$ cat src/rtl/store_buffer.sv
// rtl/store_buffer.sv - FIFO of pending word stores between CPU and Data_Memory with load forwarding.
// Optional in-place store coalescing on the newest entry: STORE_BUF_COALESCE_EN.
module store_buffer #(
  parameter int DEPTH  = 4,
  parameter int ADDR_W = 32,
  parameter int DATA_W = 32
) (
  input  logic                      clk,
  input  logic                      reset,
  input  logic                      st_valid,
  input  logic [ADDR_W-1:0]         st_addr,
  input  logic [DATA_W-1:0]         st_data,
  output logic                      st_ready,
  input  logic                      ld_valid,
  input  logic [ADDR_W-1:0]         ld_addr,
  output logic [DATA_W-1:0]         ld_data,
  output logic                      ld_stall,
  input  logic                      flush,
  output logic                      empty,
  output logic [$clog2(DEPTH):0]    count,
  output logic [ADDR_W-1:0]         mem_address,
  output logic                      mem_write_en,
  output logic [DATA_W-1:0]         mem_write_data,
  input  logic [DATA_W-1:0]         mem_read_data
);
  localparam int PW = $clog2(DEPTH);

  logic [ADDR_W-1:0] addr_q [DEPTH];
  logic [DATA_W-1:0] data_q [DEPTH];
  logic [DEPTH-1:0]  valid_q;
  logic [PW-1:0]     head, tail, last;
  logic [PW:0]       count_q;
  logic              overlap, fwd_hit, load_port, drain, push, coalesce;
  logic [DATA_W-1:0] fwd_data;
  logic [PW-1:0]     idx;

  // True when b lies 1..3 bytes above a (modulo the address space).
  function automatic logic near(input logic [ADDR_W-1:0] a, input logic [ADDR_W-1:0] b);
    logic [ADDR_W-1:0] d;
    d = b - a;
    return (d != '0) && (d <= ADDR_W'(3));
  endfunction

  always_comb begin
    overlap = 1'b0;
    for (int i = 0; i < DEPTH; i++) begin
      if (valid_q[i] && (near(addr_q[i], ld_addr) || near(ld_addr, addr_q[i])))
        overlap = 1'b1;
    end
  end

  // Walk oldest to newest so the last hit is the youngest matching store.
  always_comb begin
    fwd_hit  = 1'b0;
    fwd_data = '0;
    idx      = '0;
    for (int k = 0; k < DEPTH; k++) begin
      idx = head + PW'(k);
      if (valid_q[idx] && addr_q[idx] == ld_addr) begin
        fwd_hit  = 1'b1;
        fwd_data = data_q[idx];
      end
    end
  end

  assign count     = count_q;
  assign empty     = (count_q == '0);
  assign st_ready  = (count_q != (PW+1)'(DEPTH)) && !flush;
  assign ld_stall  = ld_valid && (overlap || flush);
  assign load_port = ld_valid && !overlap && !flush;
  assign drain     = !load_port && !empty;
  assign last      = tail - PW'(1);

  assign mem_address    = drain ? addr_q[head] : ld_addr;
  assign mem_write_en   = drain;
  assign mem_write_data = data_q[head];
  assign ld_data        = (ld_valid && !ld_stall && fwd_hit) ? fwd_data : mem_read_data;

`ifdef STORE_BUF_COALESCE_EN
  assign coalesce = st_valid && !flush && !empty && valid_q[last] &&
                    (addr_q[last] == st_addr) && !(drain && head == last);
`else
  assign coalesce = 1'b0;
`endif
  assign push = st_valid && st_ready && !coalesce;

  always_ff @(posedge clk or posedge reset) begin
    if (reset) begin
      head    <= '0;
      tail    <= '0;
      count_q <= '0;
      valid_q <= '0;
      for (int i = 0; i < DEPTH; i++) begin
        addr_q[i] <= '0;
        data_q[i] <= '0;
      end
    end else begin
      if (drain) begin
        valid_q[head] <= 1'b0;
        head          <= head + PW'(1);
      end
      if (push) begin
        addr_q[tail]  <= st_addr;
        data_q[tail]  <= st_data;
        valid_q[tail] <= 1'b1;
        tail          <= tail + PW'(1);
      end
      if (coalesce)
        data_q[last] <= st_data;
      if (push && !drain)
        count_q <= count_q + (PW+1)'(1);
      else if (drain && !push)
        count_q <= count_q - (PW+1)'(1);
    end
  end
endmodule
$ cat config.mk
export PLATFORM = sky130hd
export DESIGN_NAME = store_buffer
export DESIGN_NICKNAME = d
export VERILOG_FILES = /design/src/rtl/store_buffer.sv
export SDC_FILE = /design/constraint.sdc
export NUM_CORES = 2
export LEC_CHECK = 0
export ABC_AREA = 1
export CORE_MARGIN = 1.5
export CORE_UTILIZATION = 35
export CTS_CLUSTER_DIAMETER = 40
export DETAILED_ROUTE_END_ITERATION = 8
export PLACE_DENSITY_LB_ADDON = 0.1
export RECOVER_POWER = 50
export SYNTH_ARGS = -nofsm -noshare
export SYNTH_HDL_FRONTEND = slang
export SYNTH_SLANG_ARGS = --single-unit
$ cat constraint.sdc
create_clock -name clk -period 11 [get_ports clk]
set_input_delay 1.65 -clock clk [delete_from_list [all_inputs] [get_ports clk]]
set_output_delay 1.65 -clock clk [all_outputs]
set_load 0.1 [all_outputs]
* After elaboration in Yosys (flattened, before gate mapping)
Cells that the tools add are included.
** Cells by class
- Reduce and logical (&&, ||, !) cells :: 51
- Bitwise logic cells :: 8
- Add/subtract/negate cells :: 14
- $lt $le $gt $ge :: 21
- Multiplexer cells :: 58
- Equal/unequal tests :: 5
** Operators with widths (count)
- 32-bit two-way mux :: 23
- 32-bit binary-select mux with 2-bit select :: 8
- 128-bit bitwise mux :: 2
- 32-bit by 2-bit less-or-equal comparator with 1-bit output, second input constant :: 8
- 32-bit nonzero test :: 8
- 32-bit subtractor :: 8
- 32-bit == test :: 4
- 32-bit demux with 2-bit select :: 1
- 1-bit logical AND :: 29
- 3-bit >= comparator, second input constant :: 5
- 2-bit by 3-bit less-than comparator with 1-bit output, second input constant :: 5
- 2-bit inverter with 3-bit output :: 5
- 1-bit two-way mux :: 14
- 1-bit binary-select mux with 2-bit select :: 4
- 4-bit two-way mux :: 2
- 1-bit logical NOT :: 7
- 3-bit two-way mux :: 2
- 1-bit logical OR :: 5
- 2-bit by 1-bit adder with 2-bit output, second input constant :: 2
- 2-bit adder, second input constant :: 2
- 4-bit AND :: 1
- 1-bit demux with 2-bit select :: 2
- 2-bit by 1-bit >= comparator with 1-bit output, second input constant :: 2
- 4-bit inverter :: 1
- 7 further kinds :: 7
** Word-level totals
- Register bits :: 267
- Bits of input ports :: 133
- Output and inout bits :: 103

* Depth between registers and ports, before layout
- Depth after elaboration :: 17
- Gate-level depth with buffers :: 35

* Worst setup path after synthesis
Ideal clock, no wire load.
- Path type :: input to output
- Start :: input ld_addr[1]
- End :: output mem_address[10]
- Arrival time :: 6.494 ns
- Cell stages on the path :: 24
- Data required time :: 9.350 ns
- Path slack :: 2.856 ns
- Path through :: clkbuf_1 -> inv_1 -> fa_1 -> inv_1 -> nand3_1 -> nand2_1 -> nand2_1 -> nand2_1 -> nand2_1 -> nand2_1 -> nand2_1 -> nand2_1 -> xor2_1 -> nand2_1 -> nor2_1 -> nand3_1 -> nand2_1 -> nand2_1 -> nand2_1 -> inv_2 -> nand3_2 -> nand2_2 -> clkbuf_1 -> o21ai_0
** Between the ends
- Word-level cells in the longest chain between the ends :: 15
** Ends and longest elaborated chain
- start, declared :: RTL line 15 : input logic [ADDR_W-1:0] ld_addr,
- 32-bit subtractor :: RTL line 40 : d = b - a;
- 32-bit by 2-bit less-or-equal comparator with 1-bit output / 32-bit nonzero test (equally long branches) :: RTL line 41 : return (d != '0) && (d <= ADDR_W'(3));
- 1-bit logical AND :: RTL line 41
- 1-bit logical OR :: RTL line 47 : if (valid_q[i] && (near(addr_q[i], ld_addr) || near(ld_addr, addr_q[i])))
- 1-bit logical AND :: RTL line 47
- 1-bit two-way mux (3 in series) :: RTL line 47
- 1-bit two-way mux * :: RTL line 47
- 1-bit logical NOT * :: RTL line 70 : assign load_port = ld_valid && !overlap && !flush;
- 1-bit logical AND * (2 in series) :: RTL line 70
- 1-bit logical NOT * :: RTL line 71 : assign drain = !load_port && !empty;
- 1-bit logical AND * :: RTL line 71
- 32-bit two-way mux * :: RTL line 74 : assign mem_address = drain ? addr_q[head] : ld_addr;
- end, declared :: RTL line 21 : output logic [ADDR_W-1:0] mem_address,
Mark *: on every way between the ends. The rest lies on a longest branch, timed or not.

* Worst setup path after layout
- Start :: input ld_addr[20]
- End :: output mem_address[14]
Same word-level chain as after synthesis.

==> impl_metrics.toml <==
[timing]
hold_viol_final = 0
grt_setup_unrepaired = "no"
layout_min_cycle_time_ns = 10.10
setup_viol = 0
slew_viol_final = 475
fin_tns_setup_ns = 0
max_freq_ghz = 0.0990
slew_headroom = -1.94
worst_pin_slew_ns = 4.38
fin_skew_ns = 0.0355
fin_crit_sh = 0.918
setup_slack_ns = 0.899

[setup_path]
critPathTopFamily = "simple AND/OR/NAND/NOR gates"
critPathSlowestCell = "clkdlybuf4s50_1"
crit_path_max_fanout = 25
crit-reg2reg-capture = "count[2]"
critPathKind = "input port to output port"
path_common_cell = "nand2_1"
r2r_slack_ns = 5.37
path_cells = "clkdlybuf4s50_1 -> inv_1 -> ha_1 -> nand2_1 -> nor2_1 -> nand2_1 -> nor2_1 -> nand2_1 -> nand3_1 -> nand2_1 -> nand2_1 -> nand2_1 -> nor3_1 -> nand2_1 -> nand2_1 -> nand2_1 -> nand2_1 -> nor2_1 -> nand3_2 -> nand2_2 -> o21ai_1 -> buf_4"
end_kind = "output port"
timing.critical_path.to = "mem_address[14]"
crit_buf_inv = 3
crit_cells = 22
cp_slowest_stage_delay_ns = 1.14
r2r_start = "addr_q[64]"
ff2ff_path_depth = 31
startpoint = "ld_addr[20]"
cp-start-kind = "input port"
arrival_ns = 8.45
worstPathRequired_ns = 9.35

[cells_and_area]
final_cell_mix = "nand2_1, inv_1, o21ai_0"
nets = 7624
area_growth_pct = 15.1
fillers = 12100
ff_latch_area_mm2 = 0.00669
fin_util = 0.408
final_common_cell = "nand2_1"
final_cell_count_no_fill = 8695
drive_above_1_share = 0.0422
multi_input_area_mm2 = 0.0259

[cts]
cts_resized = 0
cts.sinks = 267
ctsRootBufferMaster = "clkbuf_16"
clkLatencyLatePin_ns = 0.67
cts_made_buffers = 71
postCtsSetupBuffers = 0
cts_tree = "done"
cts.clk_slew.worst_paths_ns = 0.04
clock_path_buffers = 3
postCtsHoldBufs = 0
htreeDepth = 3

[flow_run]
drv_cap = 7

[detailed_routing]
num_vias = 45400
viasPerCell = 5.22
first_iter_violations = 4958
ant_nets = 0
routed_wl_um = 193000
post-route-drc-count = 0
drtPass1Iterations = 7
routedWlPerCell_um = 22.2

[placement]
hpwl_um = 154000
pre_cts_slack_ns = 1.35
port_buffers = 235
dp.cells = 8554
globalplace.congestion = 1.04

[global_route]
grt_max_degree = 231
overflow = 0
antenna_found_initial = 23
track_usage = 0.340
grt_pass1_vias = 40900
grt_pass1_wl_um = 278000

[synthesis]
synth-seq-cells = 267
syn-instance-count = 7094
synth.cell_area_mm2 = 0.0381
synthArstFlopShare = 1.00
syn-num-nets = 7493
avgSynthCellArea_um2 = 5.36
ys.flop_type = "dfrtp_1"
ys_types = 46
synth-edff-count = 0
synth-seq-area-share = 0.176
yosysWarnings = 0

[floorplan]
io_pins = 236
die_height_um = 333
initial_core_util = 0.354
die_area_mm2 = 0.111
die_x_um = 333
row_count = 120
core_area_mm2 = 0.108

[power]
peakVddDrop_mv = 0.376
pwr_density_cell_mw_per_mm2 = 389
p_total_mw = 17.0
p_leak_nw = 24.0

[status]
violations = "capacitance limit, slew limit"
status = "finished, violations left"

[min_path]
hp-class = "register to register"
[sequential cells by signal, indices dropped and copies added (netlist names)]
name	cells
head	2
valid_q	4
addr_q	128
data_q	128
tail	2
count	3
[synthesized netlist by cell type, types with 51 or more instances]
library cell     n  area (µm²)
nand2_1       3041       11400
inv_1         1121        4210
dfrtp_1        267        6680
o21ai_1        148         741
o21ai_0        712        3560
buf_2           51         255
ha_1           257        3220
nand4_1        123         769
nand3_1        354        1770
a21oi_1        236        1180
nor2_1         354        1330
xor2_1          71         622
clkbuf_1       130         488
[cells by family (layout without fill, tap and decap cells)]
family	count (synthesis)	count (layout)	synth area share
other	0	9	0
AND/OR/NAND/NOR	3932	3932	0.412
AO/OA/AOI/OAI	1173	1173	0.159
adder cells (fa/ha/maj)	266	266	0.0892
XOR/XNOR	72	72	0.0166
flip-flops	267	267	0.176
buffers and inverters	1372	1561	0.144
multiplexers	12	12	0.00319
[cell type report]
type | instances | share of cell area
multi-input cells | 5455 | 0.592
flip-flops and latches | 267 | 0.153
inverters | 1134 | 0.0974
repair buffers | 296 | 0.0607
clock buffers | 89 | 0.0439
well taps | 1403 | 0.0401
clock inverters | 42 | 0.0130
diodes | 9 | 0.000514
[metrics by stage]
stage	hold slack, ns	area [µm²]
2_1_floorplan	0.463	38100
3_3_place_gp	0.483	41300
3_5_place_dp	0.484	41300
4_1_cts	0.497	43800
5_1_grt	0.520	43800
6_report	0.496	43800
[power by group]
group / total, mW / internal [mW] / leakage [nW] / switching [mW]
sequential: 2.09 / 1.48 / 3.25 / 0.604
clock: 2.21 / 1.44 / 1.21 / 0.773
combinational: 12.7 / 3.33 / 19.5 / 9.41
total: 17.0 / 6.26 / 24.0 / 10.8
[routing by layer]
metal / wire [µm] / vias up / GRT usage
li1: - / 22400 / -
met4: 6510 / 18 / 0.109
met1: 86900 / 20800 / 0.472
met2: 81500 / 1908 / 0.517
met3: 18400 / 279 / 0.0796
met5: 121 / - / 0
[worst min-delay path, cell delays in order, from the launching register on]
cell	delay [ns]
dfrtp_1	0.35
nand2_1	0.06
nand2_1	0.05
[worst min-delay path by stage]
| stage | slack, ns | to | startpoint | cells past startpoint |
|---|---|---|---|---|
| final | 0.50 | data_q[15] | data_q[15] | 2 |
| after global routing | 0.52 | data_q[9] | data_q[9] | 2 |
| after CTS | 0.50 | data_q[15] | data_q[15] | 2 |
| after floorplan | 0.46 | valid_q[0] | valid_q[0] | 2 |
| after detailed placement | 0.48 | data_q[15] | data_q[15] | 2 |
| after global placement | 0.48 | data_q[9] | data_q[9] | 2 |
Power figures use the tool's default switching activity.
